## src/rtl/scratch_pad_stream_reader_if.sv

```systemverilog
// Bus bundle between the stream reader, the scratch_pad port it feeds from,
// the command source and the stream consumer.
//
// Handshake: on cmd_* and out_* a transfer happens in a cycle where valid and
// ready are both 1 at the rising clock edge. The data is held stable while
// valid=1 and ready=0, and the ready side may raise ready without waiting for
// valid. On the scratch_pad side rd_en is a single-cycle request that is only
// raised while full=0. Each request returns exactly one in-order valid/q beat.
interface scratch_pad_stream_reader_if #(
   parameter int WIDTH       = 64,
   parameter int ADDR_WIDTH  = 12,
   parameter int COUNT_WIDTH = 16
);
   logic                   cmd_valid;
   logic                   cmd_ready;
   logic [ADDR_WIDTH-1:0]  cmd_base;
   logic [COUNT_WIDTH-1:0] cmd_count;
   logic [COUNT_WIDTH-1:0] cmd_stride;
   logic                   sp_rd_en;
   logic [ADDR_WIDTH-1:0]  sp_addr;
   logic                   sp_full;
   logic [WIDTH-1:0]       sp_q;
   logic                   sp_valid;
   logic                   sp_stall;
   logic                   out_valid;
   logic [WIDTH-1:0]       out_data;
   logic                   out_ready;

   // Engine side
   modport slave (
      input  cmd_valid, cmd_base, cmd_count, cmd_stride,
      input  sp_full, sp_q, sp_valid, out_ready,
      output cmd_ready, sp_rd_en, sp_addr, sp_stall, out_valid, out_data
   );

   // Environment side: command source, scratch_pad port and consumer
   modport master (
      output cmd_valid, cmd_base, cmd_count, cmd_stride,
      output sp_full, sp_q, sp_valid, out_ready,
      input  cmd_ready, sp_rd_en, sp_addr, sp_stall, out_valid, out_data
   );
endinterface

```

## src/rtl/scratch_pad_stream_reader.sv

```systemverilog
// Strided block-read engine for one scratch_pad port. It issues reads under a
// credit limit equal to the response FIFO depth, so every response it asks for
// always has a FIFO slot waiting. It then streams the FIFO out first-word-fall-through.
module scratch_pad_stream_reader #(
   parameter int WIDTH       = 64,
   parameter int ADDR_WIDTH  = 12,
   parameter int COUNT_WIDTH = 16,   // must be >= ADDR_WIDTH
   parameter int FIFO_DEPTH  = 32    // power of 2, >= 2
) (
   input  logic                        clk,
   input  logic                        rst,
   scratch_pad_stream_reader_if.slave  bus,
   output logic                        busy,
   output logic                        done,
   output logic                        err,
   output logic [1:0]                  dbg_state
);
   localparam int PW = $clog2(FIFO_DEPTH);
   localparam logic [PW:0]   DEPTH_CNT    = (PW+1)'(FIFO_DEPTH);
   localparam logic [PW+1:0] DEPTH_CREDIT = (PW+2)'(FIFO_DEPTH);

   typedef enum logic [1:0] {
      IDLE  = 2'd0,
      ISSUE = 2'd1,
      DRAIN = 2'd2
   } state_t;

   state_t                 state_q, state_d;
   logic [ADDR_WIDTH-1:0]  addr_q;
   logic [ADDR_WIDTH-1:0]  stride_q;      // only the low bits matter: addresses wrap
   logic [COUNT_WIDTH-1:0] remaining_q;
   logic [PW:0]            outstanding_q;
   logic [PW:0]            wr_ptr_q, rd_ptr_q, fifo_count;
   logic [WIDTH-1:0]       fifo_mem [FIFO_DEPTH];
   logic [PW+1:0]          credit_used;
   logic                   fifo_full, fifo_empty;
   logic                   accept, issue, resp_ok, push, pop;

   assign fifo_count  = wr_ptr_q - rd_ptr_q;
   assign fifo_full   = (fifo_count == DEPTH_CNT);
   assign fifo_empty  = (fifo_count == '0);
   // Credits in use: requests in flight plus words already parked in the FIFO.
   assign credit_used = {1'b0, outstanding_q} + {1'b0, fifo_count};

   assign accept  = bus.cmd_valid && (state_q == IDLE);
   assign issue   = (state_q == ISSUE) && (remaining_q != '0) && !bus.sp_full &&
                    (credit_used < DEPTH_CREDIT);
   assign resp_ok = bus.sp_valid && (outstanding_q != '0);
   assign pop     = !fifo_empty && bus.out_ready;
   assign push    = resp_ok && (!fifo_full || pop);

   assign bus.cmd_ready = (state_q == IDLE);
   assign bus.sp_rd_en  = issue;
   assign bus.sp_addr   = addr_q;
   assign bus.sp_stall  = fifo_full;
   assign bus.out_valid = !fifo_empty;
   assign bus.out_data  = fifo_mem[rd_ptr_q[PW-1:0]];
   assign busy          = (state_q != IDLE);
   assign done          = (state_q == DRAIN) && (outstanding_q == '0);
   assign dbg_state     = state_q;

   // State register
   always_ff @(posedge clk) begin
      if (rst) state_q <= IDLE;
      else     state_q <= state_d;
   end

   // Next-state logic: issue until nothing remains, then wait for all responses
   always_comb begin
      state_d = state_q;
      case (state_q)
         IDLE:    if (accept) state_d = ISSUE;
         ISSUE:   if (remaining_q == '0) state_d = DRAIN;
         DRAIN:   if (outstanding_q == '0) state_d = IDLE;
         default: state_d = IDLE;
      endcase
   end

   // Command registers: latch on accept, then step the address and count per issue
   always_ff @(posedge clk) begin
      if (rst) begin
         addr_q      <= '0;
         stride_q    <= '0;
         remaining_q <= '0;
      end else if (accept) begin
         addr_q      <= bus.cmd_base;
         stride_q    <= bus.cmd_stride[ADDR_WIDTH-1:0];
         remaining_q <= bus.cmd_count;
      end else if (issue) begin
         addr_q      <= addr_q + stride_q;
         remaining_q <= remaining_q - 1'b1;
      end
   end

   // In-flight read counter: up on issue, down on an expected response
   always_ff @(posedge clk) begin
      if (rst) begin
         outstanding_q <= '0;
      end else begin
         case ({issue, resp_ok})
            2'b10:   outstanding_q <= outstanding_q + 1'b1;
            2'b01:   outstanding_q <= outstanding_q - 1'b1;
            default: outstanding_q <= outstanding_q;
         endcase
      end
   end

   // Sticky error: unsolicited response, or a response with nowhere to go
   always_ff @(posedge clk) begin
      if (rst)
         err <= 1'b0;
      else if ((bus.sp_valid && (outstanding_q == '0)) || (resp_ok && fifo_full && !pop))
         err <= 1'b1;
   end

   // FIFO pointers; the extra MSB separates full from empty
   always_ff @(posedge clk) begin
      if (rst) begin
         wr_ptr_q <= '0;
         rd_ptr_q <= '0;
      end else begin
         if (push) wr_ptr_q <= wr_ptr_q + 1'b1;
         if (pop)  rd_ptr_q <= rd_ptr_q + 1'b1;
      end
   end

   // FIFO storage: data needs no reset, the pointers qualify it
   always_ff @(posedge clk) begin
      if (push) fifo_mem[wr_ptr_q[PW-1:0]] <= bus.sp_q;
   end
endmodule

```

## src/flat_wrapper.sv

```systemverilog
// flat-port wrapper written by rule: the top's interface ports become plain ports
module scratch_pad_stream_reader_flat 
#(
   parameter int WIDTH       = 64,
   parameter int ADDR_WIDTH  = 12,
   parameter int COUNT_WIDTH = 16,                           
   parameter int FIFO_DEPTH  = 32                       
)
  (clk, rst, busy, done, err, dbg_state, bus_cmd_valid, bus_cmd_base, bus_cmd_count, bus_cmd_stride, bus_sp_full, bus_sp_q, bus_sp_valid, bus_out_ready, bus_cmd_ready, bus_sp_rd_en, bus_sp_addr, bus_sp_stall, bus_out_valid, bus_out_data);
  scratch_pad_stream_reader_if #(.WIDTH(WIDTH), .ADDR_WIDTH(ADDR_WIDTH), .COUNT_WIDTH(COUNT_WIDTH)) bus_i ();
  input  logic clk;
  input  logic rst;
  output logic busy;
  output logic done;
  output logic err;
  output logic [1:0] dbg_state;
  input wire logic [$bits(bus_i.cmd_valid)-1:0] bus_cmd_valid;
  input wire logic [$bits(bus_i.cmd_base)-1:0] bus_cmd_base;
  input wire logic [$bits(bus_i.cmd_count)-1:0] bus_cmd_count;
  input wire logic [$bits(bus_i.cmd_stride)-1:0] bus_cmd_stride;
  input wire logic [$bits(bus_i.sp_full)-1:0] bus_sp_full;
  input wire logic [$bits(bus_i.sp_q)-1:0] bus_sp_q;
  input wire logic [$bits(bus_i.sp_valid)-1:0] bus_sp_valid;
  input wire logic [$bits(bus_i.out_ready)-1:0] bus_out_ready;
  output wire logic [$bits(bus_i.cmd_ready)-1:0] bus_cmd_ready;
  output wire logic [$bits(bus_i.sp_rd_en)-1:0] bus_sp_rd_en;
  output wire logic [$bits(bus_i.sp_addr)-1:0] bus_sp_addr;
  output wire logic [$bits(bus_i.sp_stall)-1:0] bus_sp_stall;
  output wire logic [$bits(bus_i.out_valid)-1:0] bus_out_valid;
  output wire logic [$bits(bus_i.out_data)-1:0] bus_out_data;
  assign bus_i.cmd_valid = bus_cmd_valid;
  assign bus_i.cmd_base = bus_cmd_base;
  assign bus_i.cmd_count = bus_cmd_count;
  assign bus_i.cmd_stride = bus_cmd_stride;
  assign bus_i.sp_full = bus_sp_full;
  assign bus_i.sp_q = bus_sp_q;
  assign bus_i.sp_valid = bus_sp_valid;
  assign bus_i.out_ready = bus_out_ready;
  assign bus_cmd_ready = bus_i.cmd_ready;
  assign bus_sp_rd_en = bus_i.sp_rd_en;
  assign bus_sp_addr = bus_i.sp_addr;
  assign bus_sp_stall = bus_i.sp_stall;
  assign bus_out_valid = bus_i.out_valid;
  assign bus_out_data = bus_i.out_data;
  scratch_pad_stream_reader #(.WIDTH(WIDTH), .ADDR_WIDTH(ADDR_WIDTH), .COUNT_WIDTH(COUNT_WIDTH), .FIFO_DEPTH(FIFO_DEPTH)) u_core (.clk(clk), .rst(rst), .bus(bus_i), .busy(busy), .done(done), .err(err), .dbg_state(dbg_state));
endmodule
```

## config.mk

```make
export PLATFORM = sky130hd
export DESIGN_NAME = scratch_pad_stream_reader_flat
export DESIGN_NICKNAME = d
export VERILOG_FILES = /design/src/rtl/scratch_pad_stream_reader_if.sv /design/src/rtl/scratch_pad_stream_reader.sv /design/src/flat_wrapper.sv
export SDC_FILE = /design/constraint.sdc
export NUM_CORES = 2
export LEC_CHECK = 0
export CAP_MARGIN = 30
export CORE_MARGIN = 10
export CORE_UTILIZATION = 40
export DETAILED_ROUTE_END_ITERATION = 10
export SYNTH_ARGS = -nofsm -noshare
export SYNTH_HDL_FRONTEND = slang
export SYNTH_SLANG_ARGS = --single-unit
```

## constraint.sdc

```tcl
create_clock -name clk -period 6.19 [get_ports clk]
set_input_delay 1.238 -clock clk [delete_from_list [all_inputs] [get_ports clk]]
set_output_delay 1.238 -clock clk [all_outputs]
set_load 0.01 [all_outputs]
```

; ---- Word level (Yosys, flattened, before mapping)
; Memories as Yosys holds them, arrays and structs flattened. A register that Yosys moved wholly into a read port is not among the register bits.
; Index checks and enable logic that the tools add are counted.
[word_totals]
ramBits = 2048
in_bits = 114
memories = 1
register_bits = 61
[mem_list]
columns = name, depth, word_bits, read_ports, rd_clocked_by_memory_dff, write_ports, line
row1 = u_core.fifo_mem, 32, 64, 1, 1, 1, scratch_pad_stream_reader.sv:34  ; logic [WIDTH-1:0] fifo_mem [FIFO_DEPTH];
[classes]
n_mux = 13
n_reduce_logical = 27
n_lt_le_gt_ge = 1
eq_ne = 8
n_addsub = 8
[ops]
columns = operator, count
row1 = two-way mux 16 bit, 2
row2 = two-way mux 12 bit, 2
row3 = adder 6 x 1 -> 6 bit (second input constant), 3
row4 = logical NOT 16 bit, 1
row5 = nonzero test 16 bit, 1
row6 = subtractor 16 x 1 -> 16 bit (second input constant), 1
row7 = adder 12 bit, 1
row8 = logical NOT 6 bit, 2
row9 = one-hot mux 6 bit (2 select lines), 1
row10 = logical AND 1 bit, 11
row11 = two-way mux 5 bit, 2
row12 = adder 6 x 6 -> 7 bit, 1
row13 = < comparator 7 x 6 -> 1 bit (second input constant), 1
row14 = equality test 6 bit (second input constant), 1
row15 = two-way mux 2 bit, 3
row16 = one-hot mux 2 bit (3 select lines), 1
row17 = nonzero test 2 bit, 3
row18 = nonzero test 6 bit, 1
row19 = subtractor 6 x 1 -> 6 bit (second input constant), 1
row20 = subtractor 6 bit, 1
row21 = equality test 2 x 1 -> 1 bit (second input constant), 2
row22 = equality test 2 bit (second input constant), 2
row23 = logical NOT 1 bit, 4
row24 = != test 2 bit (second input constant), 2
row25 = 5 further kinds, 7

; ---- Logic depth before layout (Yosys ltp)
[depth]
word_depth = 8
mapped_depth = 25
ltp_nobuf = 23

; ---- Worst setup path before layout
; OpenSTA, ideal clock, no wires.
[synth_timing]
path_kind = register to register
startpoint = register u_core.wr_ptr_q[0]
endpoint = memory u_core.fifo_mem[28][0], enable pin
synth_period_minus_slack_ns = 5.218
path_stages_with_launch = 11
setup_slack_ns = 0.972
arrival_ns = 4.731
path_cell_list = dfxtp_1 -> inv_1 -> ha_1 -> inv_1 -> fa_1 -> a21o_1 -> a21oi_1 -> xor2_1 -> o211ai_2 -> o311ai_1 -> nor2_1
[synth_via]
elab_chain_cells = 8
elab_cells_between_ends = 10
cone_classes = 1 x add/sub / 1 x eq/ne / 2 x mux / 6 x reduce/logical
[synth_rtl]
columns = item, line
row1 = from (decl), scratch_pad_stream_reader.sv:33  ; logic [PW:0] wr_ptr_q, rd_ptr_q, fifo_count;
row2 = from (signal assigned), scratch_pad_stream_reader.sv:122  ; if (push) wr_ptr_q <= wr_ptr_q + 1'b1;
row3 = subtractor 6 bit, scratch_pad_stream_reader.sv:39  ; assign fifo_count = wr_ptr_q - rd_ptr_q;
row4 = logical NOT 6 bit, scratch_pad_stream_reader.sv:41  ; assign fifo_empty = (fifo_count == '0);
row5 = logical NOT 1 bit, scratch_pad_stream_reader.sv:49  ; assign pop = !fifo_empty && bus.out_ready;
row6 = logical AND 1 bit, scratch_pad_stream_reader.sv:49
row7 = logical OR 1 bit, scratch_pad_stream_reader.sv:50  ; assign push = resp_ok && (!fifo_full || pop);
row8 = logical AND 1 bit, scratch_pad_stream_reader.sv:50
row9 = two-way mux 1 bit, scratch_pad_stream_reader.sv:129  ; if (push) fifo_mem[wr_ptr_q[PW-1:0]] <= bus.sp_q;
row10 = two-way mux 1 bit (implied by the code), scratch_pad_stream_reader.sv:129
row11 = to (decl), scratch_pad_stream_reader.sv:34
; Several ways; a longest one is shown, not always the timed one.

; ---- Worst setup path in the final report
[layout_timing]
startpoint = register u_core.wr_ptr_q[0]
endpoint = output port bus_sp_rd_en
[layout_via]
elab_chain_cells = 4
[layout_rtl]
columns = item, line
row1 = subtractor 6 bit, scratch_pad_stream_reader.sv:39
row2 = adder 6 x 6 -> 7 bit, scratch_pad_stream_reader.sv:43  ; assign credit_used = {1'b0, outstanding_q} + {1'b0, fifo_count};
row3 = < comparator 7 x 6 -> 1 bit, scratch_pad_stream_reader.sv:47  ; (credit_used < DEPTH_CREDIT);
row4 = logical AND 1 bit, scratch_pad_stream_reader.sv:46  ; assign issue = (state_q == ISSUE) && (remaining_q != '0) && !bus.sp_full &&
row5 = to (decl), flat_wrapper.sv:26  ; output wire logic [$bits(bus_i.sp_rd_en)-1:0] bus_sp_rd_en;
; No other way between the ends.

==> metrics.yaml <==
outcome: "finished clean"
cts_setup_buffers: 0
required_ns: 4.95
ant_nets: 0
synth-edff-count: 2048
max-slew-margin-rel_pct: 30.38
vias: 37533
async_flop_share_pct: 0
synthFlopType: "edfxtp_1"
cap_violations: 0
ys_seq_area_share_pct: 77.21
cts.clk_slew.worst_paths_ns: 0.06
routed_wl_um: 199000
ctsHoldBuffers: 0
layout-drive-gt1-share_pct: 29.57
route.detailed.drc: 0
finalCritPeriodShare_pct: 93.70
utilization_pct: 46.89
first_global_vias: 38897
tritoncts: "built"
placementRows: 165
io_pins: 199
worst_clock_skew_ns: 0.02985
clkSinkCount: 2114
ys_ff_latch: 2114
syn_area_per_cell_um2: 23.71
seq_area_um2: 62840
yosysMostFrequentCell: "edfxtp_1"
drv_slew: 0
antenna_found_initial: 24
ctsResizeCount: 0
worstSetupEndpointType: "output pin"
die_area_um2: 221800
firstDrtPassIters: 5
nFillCells: 16548
slowest_stage: "clkdlybuf4s50_1"
grt_pass1_wl_um: 284500
post_drt_wl_per_cell_um: 29.88
clock_latency_ns: 0.83
ys_types: 59
final_nets: 3958
core_um2: 202300
clockRootBuffer: "clkbuf_16"
viasPerCell: 5.635
overflow: 0
start_util_pct: 40.22
critical_path_arrival_ns: 4.56
hold_class: "register to register"
cts_buffers: 210
hold_violations: 0
synth_area_um2: 81360
track_usage_pct: 17.62
htreeDepth: 4
worstMarginPinSlew_ns: 1.041
tns_ns: 0
critPathKind: "register to output pin"
finalCriticalPeriod_ns: 5.800
synth_cells: 3431
drt_iter0_drc: 4029
synth_area_leader_cell: "edfxtp_1"
yosysWarnings: 0
multiInputGateArea_um2: 17990
hpwl_um: 101900
cpPeakStageDelay_ns: 0.62
crit_chain: "inv_1 > ha_1 > inv_1 > fa_1 > a21o_1 > a21oi_1 > xor2_1 > inv_1 > ha_1 > nor4_1 > nand2_1 > a31oi_1 > nand2_1 > inv_2 > clkdlybuf4s50_1"
p_leak_nw: 28.56
startpoint_type: "register"
grt_max_degree: 65
die_h_um: 471.0
peakVddDrop_v: 0.0002762
gp_congestion: 0.7094
synth_common_cells: "edfxtp_1 (2048), mux4_2 (640), nor2_1 (95), clkbuf_1 (94), dfxtp_1 (66)"
io_buffers: 194
die_x_um: 471.0
synth_nets: 3580
cts.path.max_buffers: 3
syn_to_final_growth_pct: 16.59
rsz0062_at_grt: "no"
fmax_ghz: 0.1724
crit_fanout: 19
p_per_area_nw_per_um2: 384.9
synth_top_area_share_pct: 75.59
synth_area_leaders: "edfxtp_1 (76%), mux4_2 (18%), dfxtp_1 (1.6%)"
finalSetupViolCount: 0
cp_common_cell: "inv_1"
## area by class of cell
type | instances | share of cell area [%]
inverter | 27 | 0.1121
sequential | 2114 | 66.24
multi-input combinational | 1117 | 18.97
clock buffer | 281 | 5.942
timing repair buffer | 339 | 4.173
antenna | 5 | 0.01319
clock inverter | 106 | 1.024
tap | 2672 | 3.524
## registers in the layout (all words and copies together), names as in the netlist, named ones only
register and count:
u_core.bus.sp_addr 12, u_core.remaining_q 16, u_core.fifo_mem 2048, u_core.wr_ptr_q 6, u_core.outstanding_q 6, u_core.dbg_state 2, u_core.rd_ptr_q 6, u_core.err 1
u_core.stride_q 12
## worst max-delay path: cells and delay by family, from the launching register on
family                     cells  cell delay [ns]
xor gates and xnor gates       1             0.27
DFF                            1             0.33
AOI/OAI and AO/OA              3             0.51
buffers and inverters          5             1.23
adders and majority gates      3             0.77
and+or+nand+nor                3             0.61
## per-layer routing
layer | global-route usage (%) | part of all wire (%)
met5 | 0 | 0.074
met4 | 4.319 | 2.1
met3 | 3.721 | 6.6
met2 | 28.98 | 50
met1 | 24.09 | 41
## cell families after synthesis
group	share of synthesized area (%)
flops	77.21
xor+xnor	0.2906
buf+inv	1.035
simple gates	1.267
mux	18.65
compound gates	0.9796
fa+ha+maj	0.5659
## through the flow
stage	total power [mW]	instances	cell area (µm²)	hold slack, ns	worst slack (ns)
after global placement	24.72	6241	87560	0.4507	1.191
final	36.51	6661	94860	0.4625	0.3902
after detailed placement	24.76	6254	87880	0.4538	1.282
after global routing	38.00	6660	94860	0.4749	0.1615
after floorplan	21.86	3431	81360	0.4400	0.9722
after CTS	36.98	6641	94480	0.4614	0.3543
## placed cells by master (no fill, tap or decap), types with 5 or more instances in the layout
cell type	count
edfxtp_1	2048
mux4_2	640
clkbuf_16	218
clkdlybuf4s50_1	193
buf_4	80
mux2_2	65
clkbuf_1	64
nor2_1	63
nand2_1	61
dfxtp_1	61
a21oi_1	51
clkinv_1	49
buf_12	41
nor2_4	32
ha_1	32
inv_1	25
clkinv_2	23
xnor2_1	16
buf_16	16
nor3_1	15
o21ai_0	13
bufinv_16	12
xor2_1	11
nand3_1	10
nor4_1	10
clkinvlp_4	9
a211oi_1	8
nor2b_1	6
diode_2	5
a221oi_1	5
dfxtp_4	5
## worst paths after layout
| kind | from | to | slack [ns] | depth (start not counted) |
|---|---|---|---|---|
| max | u_core.wr_ptr_q[0] | bus_sp_rd_en | 0.39 | 15 |
| min | u_core.stride_q[9] | u_core.stride_q[9] | 0.46 | 2 |
| max reg2reg | u_core.wr_ptr_q[0] | u_core.outstanding_q[5] | 1.25 | 23 |
| min reg2reg | u_core.stride_q[9] | u_core.stride_q[9] | 0.46 | 2 |
## power by group
group / internal [mW] / total (mW) / switching [mW]
sequential: 16.0 / 16.3 / 0.243
combinational: 4.30 / 8.01 / 3.72
clock: 6.90 / 12.2 / 5.33
No activity file was read; power rests on OpenSTA's default activity.
